## config.mk

```make
export PLATFORM = sky130hd
export DESIGN_NAME = servo_ramp
export DESIGN_NICKNAME = d
export VERILOG_FILES = /design/src/rtl/servo_pkg.sv /design/src/rtl/servo_tick_gen.sv /design/src/rtl/servo_ramp.sv
export SDC_FILE = /design/constraint.sdc
export NUM_CORES = 1
export LEC_CHECK = 0
export CORE_MARGIN = 5
export CORE_UTILIZATION = 64
export CTS_CLUSTER_SIZE = 24
export DETAILED_ROUTE_END_ITERATION = 8
export PLACE_DENSITY = 0.86
export SLEW_MARGIN = 20
export SYNTH_ARGS = -nofsm -noshare
export SYNTH_HDL_FRONTEND = slang
export SYNTH_HIERARCHICAL = 1
export SYNTH_SLANG_ARGS = --single-unit
```

## constraint.sdc

```tcl
create_clock -name clk -period 12.3 [get_ports clk]
set_input_delay 2.46 -clock clk [delete_from_list [all_inputs] [get_ports clk]]
set_output_delay 2.46 -clock clk [all_outputs]
set_load 0.01 [all_outputs]
```

## src/rtl/servo_pkg.sv

```systemverilog
// servo_pkg: position width, centre value and ramp FSM encoding.
// Shared between servo_ramp and the servo PWM driver.
package servo_pkg;

  localparam int POS_W = 8;

  localparam logic [POS_W-1:0] POS_CENTER = 8'd128;

  typedef enum logic {
    ST_IDLE = 1'b0,
    ST_RAMP = 1'b1
  } state_e;

  function automatic logic [POS_W:0] sat_min(
    input logic [POS_W:0] a,
    input logic [POS_W:0] b
  );
    return (a < b) ? a : b;
  endfunction

endpackage

```

## src/rtl/servo_tick_gen.sv

```systemverilog
// servo_tick_gen: free-running CLK_DIV divider, held at 0 by clr.
// tick is high in the last count of each period.
module servo_tick_gen #(
  parameter int CLK_DIV = 50000
) (
  input  logic clk,
  input  logic rst,
  input  logic clr,
  output logic tick
);

  localparam int CTR_W = (CLK_DIV > 1) ? $clog2(CLK_DIV) : 1;
  localparam logic [CTR_W-1:0] LAST = CTR_W'(CLK_DIV - 1);

  logic [CTR_W-1:0] ctr_q;
  logic [CTR_W-1:0] ctr_d;

  assign tick = (ctr_q == LAST);

  always_comb begin
    ctr_d = ctr_q + 1'b1;
    if (clr || tick) begin
      ctr_d = '0;
    end
  end

  always_ff @(posedge clk) begin
    if (rst) begin
      ctr_q <= '0;
    end else begin
      ctr_q <= ctr_d;
    end
  end

endmodule

```

## src/rtl/servo_ramp.sv

```systemverilog
// servo_ramp: slew-rate limited servo position with valid/ready target.
// Define SERVO_RAMP_CLAMP_EN to clamp targets into [POS_MIN, POS_MAX].
module servo_ramp
  import servo_pkg::*;
#(
  parameter int               CLK_DIV   = 50000,
  parameter int               STEP      = 1,
  parameter logic [POS_W-1:0] POS_RESET = POS_CENTER,
  parameter logic [POS_W-1:0] POS_MIN   = 8'd0,
  parameter logic [POS_W-1:0] POS_MAX   = 8'd255
) (
  input  logic             clk,
  input  logic             rst,
  input  logic             tgt_valid,
  output logic             tgt_ready,
  input  logic [POS_W-1:0] tgt_pos,
  output logic [POS_W-1:0] pos,
  output logic             busy,
  output logic             done
);

  localparam logic [POS_W:0] STEP9 = (POS_W+1)'(STEP);

  state_e           state_q, state_d;
  logic [POS_W-1:0] pos_q, pos_d;
  logic [POS_W-1:0] tgt_q, tgt_d;
  logic             done_q, done_d;
  logic [POS_W-1:0] tgt_eff;
  logic             tick;
  logic             up;
  logic [POS_W:0]   mag;
  logic [POS_W:0]   stp;
  logic [POS_W-1:0] pos_nx;
  logic             arrive;

  generate
    if (POS_MIN > POS_MAX || STEP < 1 || STEP > 255 || CLK_DIV < 2)
    begin : g_bad_cfg
      localparam int BadCfg = 1;
    end
  endgenerate

`ifdef SERVO_RAMP_CLAMP_EN
  always_comb begin
    tgt_eff = tgt_pos;
    if (tgt_pos < POS_MIN) tgt_eff = POS_MIN;
    if (tgt_pos > POS_MAX) tgt_eff = POS_MAX;
  end
`else
  assign tgt_eff = tgt_pos;
`endif

  servo_tick_gen #(
    .CLK_DIV(CLK_DIV)
  ) u_tick (
    .clk (clk),
    .rst (rst),
    .clr (state_q == ST_IDLE),
    .tick(tick)
  );

  // Magnitude plus direction; the step saturates so pos never overshoots.
  always_comb begin
    up     = (tgt_q > pos_q);
    mag    = up ? ({1'b0, tgt_q} - {1'b0, pos_q})
                : ({1'b0, pos_q} - {1'b0, tgt_q});
    stp    = sat_min(mag, STEP9);
    pos_nx = up ? (pos_q + stp[POS_W-1:0])
                : (pos_q - stp[POS_W-1:0]);
    arrive = (mag <= STEP9);
  end

  always_comb begin
    state_d = state_q;
    pos_d   = pos_q;
    tgt_d   = tgt_q;
    done_d  = 1'b0;
    unique case (state_q)
      ST_IDLE: begin
        if (tgt_valid) begin
          tgt_d = tgt_eff;
          if (tgt_eff == pos_q) begin
            done_d = 1'b1;
          end else begin
            state_d = ST_RAMP;
          end
        end
      end
      ST_RAMP: begin
        if (tick) begin
          pos_d = pos_nx;
          if (arrive) begin
            state_d = ST_IDLE;
            done_d  = 1'b1;
          end
        end
      end
      default: state_d = ST_IDLE;
    endcase
  end

  always_ff @(posedge clk) begin
    if (rst) begin
      state_q <= ST_IDLE;
      pos_q   <= POS_RESET;
      tgt_q   <= POS_RESET;
      done_q  <= 1'b0;
    end else begin
      state_q <= state_d;
      pos_q   <= pos_d;
      tgt_q   <= tgt_d;
      done_q  <= done_d;
    end
  end

  assign busy      = (state_q == ST_RAMP);
  assign tgt_ready = (state_q == ST_IDLE);
  assign pos       = pos_q;
  assign done      = done_q;

endmodule
```

* Yosys cells after proc, flatten, opt, wreduce, memory -nomap -nowiden
Index checks and enable logic that the tools add are counted.
** Storage, ports and cells
- Output and inout port bits :: 11
- Register bits after elaboration :: 34
- Bits of input ports :: 11
- Logic and storage cells :: 33
** Operators by class
- Magnitude comparators :: 3
- Multiplexer cells :: 13
- Reduce and logical (&&, ||, !) cells :: 4
- Eq/ne operators :: 2
- Bitwise operators :: 1
- Add/subtract/negate cells :: 5
** Operators with widths (count)
- subtractor 8 x 8 -> 9 bit :: 2
- adder 16 x 1 -> 16 bit, second input constant :: 1
- == test 16 bit, second input constant :: 1
- 2-to-1 mux 8 bit :: 2
- <= comparator 9 x 1 -> 1 bit, second input constant :: 1
- less-than comparator 9 x 1 -> 1 bit, second input constant :: 1
- 2-to-1 mux 9 bit :: 1
- adder 8 bit :: 1
- == test 8 bit :: 1
- greater-than comparator 8 bit :: 1
- 2-to-1 mux 1 bit :: 8
- subtractor 8 bit :: 1
- one-hot mux 1 bit (2 select lines) :: 2
- AND reduction 2 bit :: 2
- OR reduction 2 bit :: 1
- logical OR 1 bit :: 1
- inverter 1 bit :: 1

* Depth between registers and ports, before layout
- Depth in word-level cells :: 6
- Depth in mapped cells :: 22
- Depth with buffers taken out :: 22

* Cells and area by module
Netlist, hierarchy kept.
** By module, submodules not included
- servo_ramp :: times used 1, area an instance 2073.2 um^2, sequential area each 360.3 um^2, cells an instance 266
- servo_tick_gen :: times used 1, area an instance 720.7 um^2, sequential area each 320.3 um^2, cells an instance 80

* Worst setup path after synthesis
OpenSTA, ideal clock, no wires.
- Kind :: register to register
- Start :: register pos_q[1], in the netlist pos[1]
- End :: register pos_q[7], in the netlist pos[7]
- Data required time :: 12.180 ns
- Cell stages (with the launch flop) :: 20
- Path slack :: 7.670 ns
- Buffers on the path :: 0
- Arrival :: 4.510 ns
- Clock period less this slack :: 4.630 ns
- Library setup time :: 0.120 ns
- Cells stage by stage :: dfxtp_1 -> inv_1 -> fa_1 -> a211oi_1 -> nor2_1 -> a2111o_1 -> nand3_1 -> o32ai_4 -> and3_1 -> o211ai_1 -> inv_1 -> ha_1 -> or3_1 -> ha_1 -> a21oi_1 -> o211a_1 -> or4_4 -> o211a_1 -> o211a_1 -> mux2i_1
** On the way
- Cells in the longest elaborated chain, start to end :: 6
- Elaborated cells between the ends (all ways) :: 9
- Those cells by class :: add/sub: 4; order compare: 2; mux: 3
** Ends and longest elaborated chain
- from (decl) :: RTL line servo_ramp.sv:25 : logic [POS_W-1:0] pos_q, pos_d;
- from (signal assigned) :: RTL line servo_ramp.sv:110 : pos_q <= pos_d;
- subtractor 8 x 8 -> 9 bit (tied with other cells) :: RTL line servo_ramp.sv:66 : : ({1'b0, pos_q} - {1'b0, tgt_q});
- 2-to-1 mux 9 bit :: RTL line servo_ramp.sv:65 : mag = up ? ({1'b0, tgt_q} - {1'b0, pos_q})
- less-than comparator 9 x 1 -> 1 bit :: RTL line servo_pkg.sv:18 : return (a < b) ? a : b;
- 2-to-1 mux 8 bit :: RTL line servo_pkg.sv:18
- subtractor 8 bit / adder 8 bit (equally long branches) :: RTL line servo_ramp.sv:69, servo_ramp.sv:68
- 2-to-1 mux 8 bit * :: RTL line servo_ramp.sv:68 : pos_nx = up ? (pos_q + stp[POS_W-1:0])
Mark *: on every way between the ends. The rest lies on a longest branch, timed or not.
A chain may end at the register's enable or synchronous reset.

* Final worst setup path
Ends and elaborated chain as after synthesis.

==> results.tsv <==
stage	metric	value	unit
die	die_w	76.1	um
timing	post-route-min-period	5.02	ns
clock_tree	hold_buffers	0	
die	initial_utilization	65.1	%
pwr	intPower	214	uW
clock_tree	cts_sinks	34	
clock_tree	clk_path_buf_depth	2	
clock_tree	clkLatencyLatePin	0.29	ns
timing	period_share	40.8	%
logic_synthesis	synth_top_area_cell	dfxtp_1	
placed_design	gp_congestion	0.978	
cells_and_area	antennaDiodeCount	0	
critical_path	r2r_end	pos[7]	
critical_path	reg2reg_slack	7.28	ns
critical_path	crit_type	register to register	
detailed_routing	drt_wl_total	6.98	mm
pwr	p_leak	0.00118	uW
placed_design	port_buffers	21	
placed_design	dp_hpwl	5.35	mm
timing	rsz0062_at_grt	false	
detailed_routing	drtPass1Iterations	7	
detailed_routing	vias_per_cell	6.26	
job	drv_cap	0	
clock_tree	htree_levels	2	
critical_path	worstSetupEndpointType	register	
status	status	finished clean	
min_path	hold_depth	1	
logic_synthesis	yosysMostFrequentCell	nand2_1	
global_route	grt_max_degree	21	
clock_tree	post_cts_buffers	0	
logic_synthesis	synthCells	346	
logic_synthesis	synth_area	2790	um2
timing	fin_ws	7.28	ns
logic_synthesis	syn_nets	385	
pwr	ir_drop	0.125	mV
cells_and_area	fill_cells	327	
die	fp-row-count	24	
cells_and_area	final_nets	402	
critical_path	cp_data_arrival_time	5.19	ns
cells_and_area	syn2layout_area_growth	11.1	%
critical_path	r2r_start	pos[1]	
placed_design	pre_cts_ws	7.35	ns
timing	fin_skew	0.00342	ns
clock_tree	cts_buffers	5	
timing	worst-slew-pin-transition	0.812	ns
cells_and_area	seq_area	681	um2
pwr	p_switching	94.6	uW
global_route	grt_usage	24.4	%
logic_synthesis	synth.area.top_cells	dfxtp_1 24%, ha_1 11%, xnor2_1 6.3%	
global_route	grt_pass1_wl	11.8	mm
pwr	clkPwrFrac	33.7	%
clock_tree	cts_tree	done	
critical_path	start_kind	register	
critical_path	path_max_fanout	7	
logic_synthesis	synth.top_cell.area_share	24.4	%
min_path	hold_path.class	register to register	
critical_path	reg2reg_depth	19	
timing	fmax	0.199	GHz
pwr	combinationalPowerShare	29.3	%
logic_synthesis	synth_ff_type	dfxtp_1	
logic_synthesis	avgSynthCellArea	8.07	um2
clock_tree	cts_root_buf	clkbuf_8	
detailed_routing	vias	2597	
timing	timing_hold_violations_final	0	
timing	report.final.setup_viol	0	
clock_tree	clkTransAtPathRegs	0.07	ns
placed_design	dp_cells	408	
timing	holdWs	0.478	ns
logic_synthesis	synth_common_cells	41 x nand2_1, 34 x dfxtp_1, 32 x nor2_1	
critical_path	cp.required	12.47	ns
clock_tree	cts_resized	0	
die	io_pins	22	
min_path	hold_path_end	u_tick/ctr_q[0]	
detailed_routing	drt_iter0_markers	148	
detailed_routing	ant_nets	0	
global_route	grt_overflow	0	
detailed_routing	drc_errors	0	
logic_synthesis	yosys_warnings	6	
timing	relSlewSlack	45.8	%
logic_synthesis	ys_seq_elements	34	
die	dieArea	5790	um2
pwr	seqPwrFrac	37.1	%
pwr	power_density	99.3	nW/um2
timing	totalNegativeSetupSlack	0	ns
cells_and_area	drive_above_1_share	7.16	%
pwr	swShare	30.7	%
die	coreArea	4290	um2
global_route	grt_pass1_vias	2410	
cells_and_area	multi_input_area	1930	um2
cells_and_area	final_cells	415	
logic_synthesis	synth_seq_area_share	24.4	%
detailed_routing	wl_per_cell	16.8	um
timing	drv_slew	0	
global_route	antenna_found_initial	0	
logic_synthesis	synth_cell_types	63	
logic_synthesis	synth_edf_count	0	
die	die_h	76.1	um
min_path	min_from	u_tick/ctr_q[0]	
logic_synthesis	async_reset_ff_share	0	%
final cells by class:
class | instances | share of cell area [%]
clock inverter | 1 | 0.967
tap | 52 | 2.10
inverter | 27 | 3.26
timing repair buffer | 21 | 6.77
multi-input combinational | 274 | 62.3
sequential | 34 | 21.9
clock buffer | 6 | 2.66
registers in the layout, summed over array words and instances (netlist names):
name	count
busy	1
tgt_q	8
u_tick/ctr_q	16
pos	8
done	1
placed cells by master (no fill, tap or decap), drive strengths merged, types with 12 or more instances in the layout:
cell / count
a21oi: 29
inv: 27
nand3: 13
nand2: 42
ha: 25
xor2: 13
nor2: 33
xnor2: 20
clkdlybuf4s50: 21
o21ai: 12
dfxtp: 34
per-layer routing:
layer / vias up / GRT usage (%) / part of all wire (%)
met5: - / 0 / 0
met4: 0 / 9.27 / 3.2
met3: 23 / 4.49 / 7.3
met2: 120 / 40.1 / 47
met1: 1219 / 31.5 / 42
li1: 1235 / - / -
critical path: stages (launching register included):
cell,delay (ns)
dfxtp_1,0.50
inv_1,0.17
ha_1,0.40
nor2b_1,0.17
o21ai_0,0.30
nand2_1,0.18
a221oi_2,0.29
xnor2_1,0.17
nor4_2,0.09
o211ai_1,0.25
inv_1,0.09
ha_1,0.21
or3_1,0.37
ha_1,0.35
a21oi_1,0.13
o211a_1,0.28
or4_4,0.49
o211a_1,0.22
o211a_1,0.13
mux2i_1,0.12
worst max path at each step:
stage | from | to | slack (ns)
final | pos[1] | pos[7] | 7.28
after global routing | pos[1] | pos[7] | 7.00
after CTS | pos[1] | pos[7] | 7.32
after detailed placement | pos[1] | pos[7] | 7.35
after global placement | pos[1] | pos[7] | 7.57
after floorplan | pos[1] | pos[7] | 7.67
metrics by stage:
| stage | area, um2 | utilization (%) | power [uW] |
|---|---|---|---|
| floorplan | 2790 | - | 184 |
| global placement | 2990 | 69.7 | 201 |
| CTS | 3100 | 72.3 | 307 |
| detailed placement | 2990 | 69.7 | 203 |
| finish | 3100 | 72.3 | 308 |
| global route | 3100 | 72.3 | 322 |
kinds of logic after synthesis:
logic type | after synthesis | synth area share, %
and+or+nand+nor | 134 | 25.3
muxes | 1 | 0.358
buffers and inverters | 38 | 6.40
other | 1 | 0.134
adders and majority gates | 28 | 13.3
DFF | 34 | 24.4
xor gates and xnor gates | 33 | 10.3
AOI/OAI and AO/OA | 77 | 19.7
power by group through the flow:
stage	logic, uW	clock network [uW]	registers (uW)
floorplan	68.1	0	116
global placement	84.6	0	117
detailed placement	86.7	0	117
CTS	88.4	104	114
global route	97.3	110	115
finish	90.3	104	114
(Power assumes the default switching activity.)
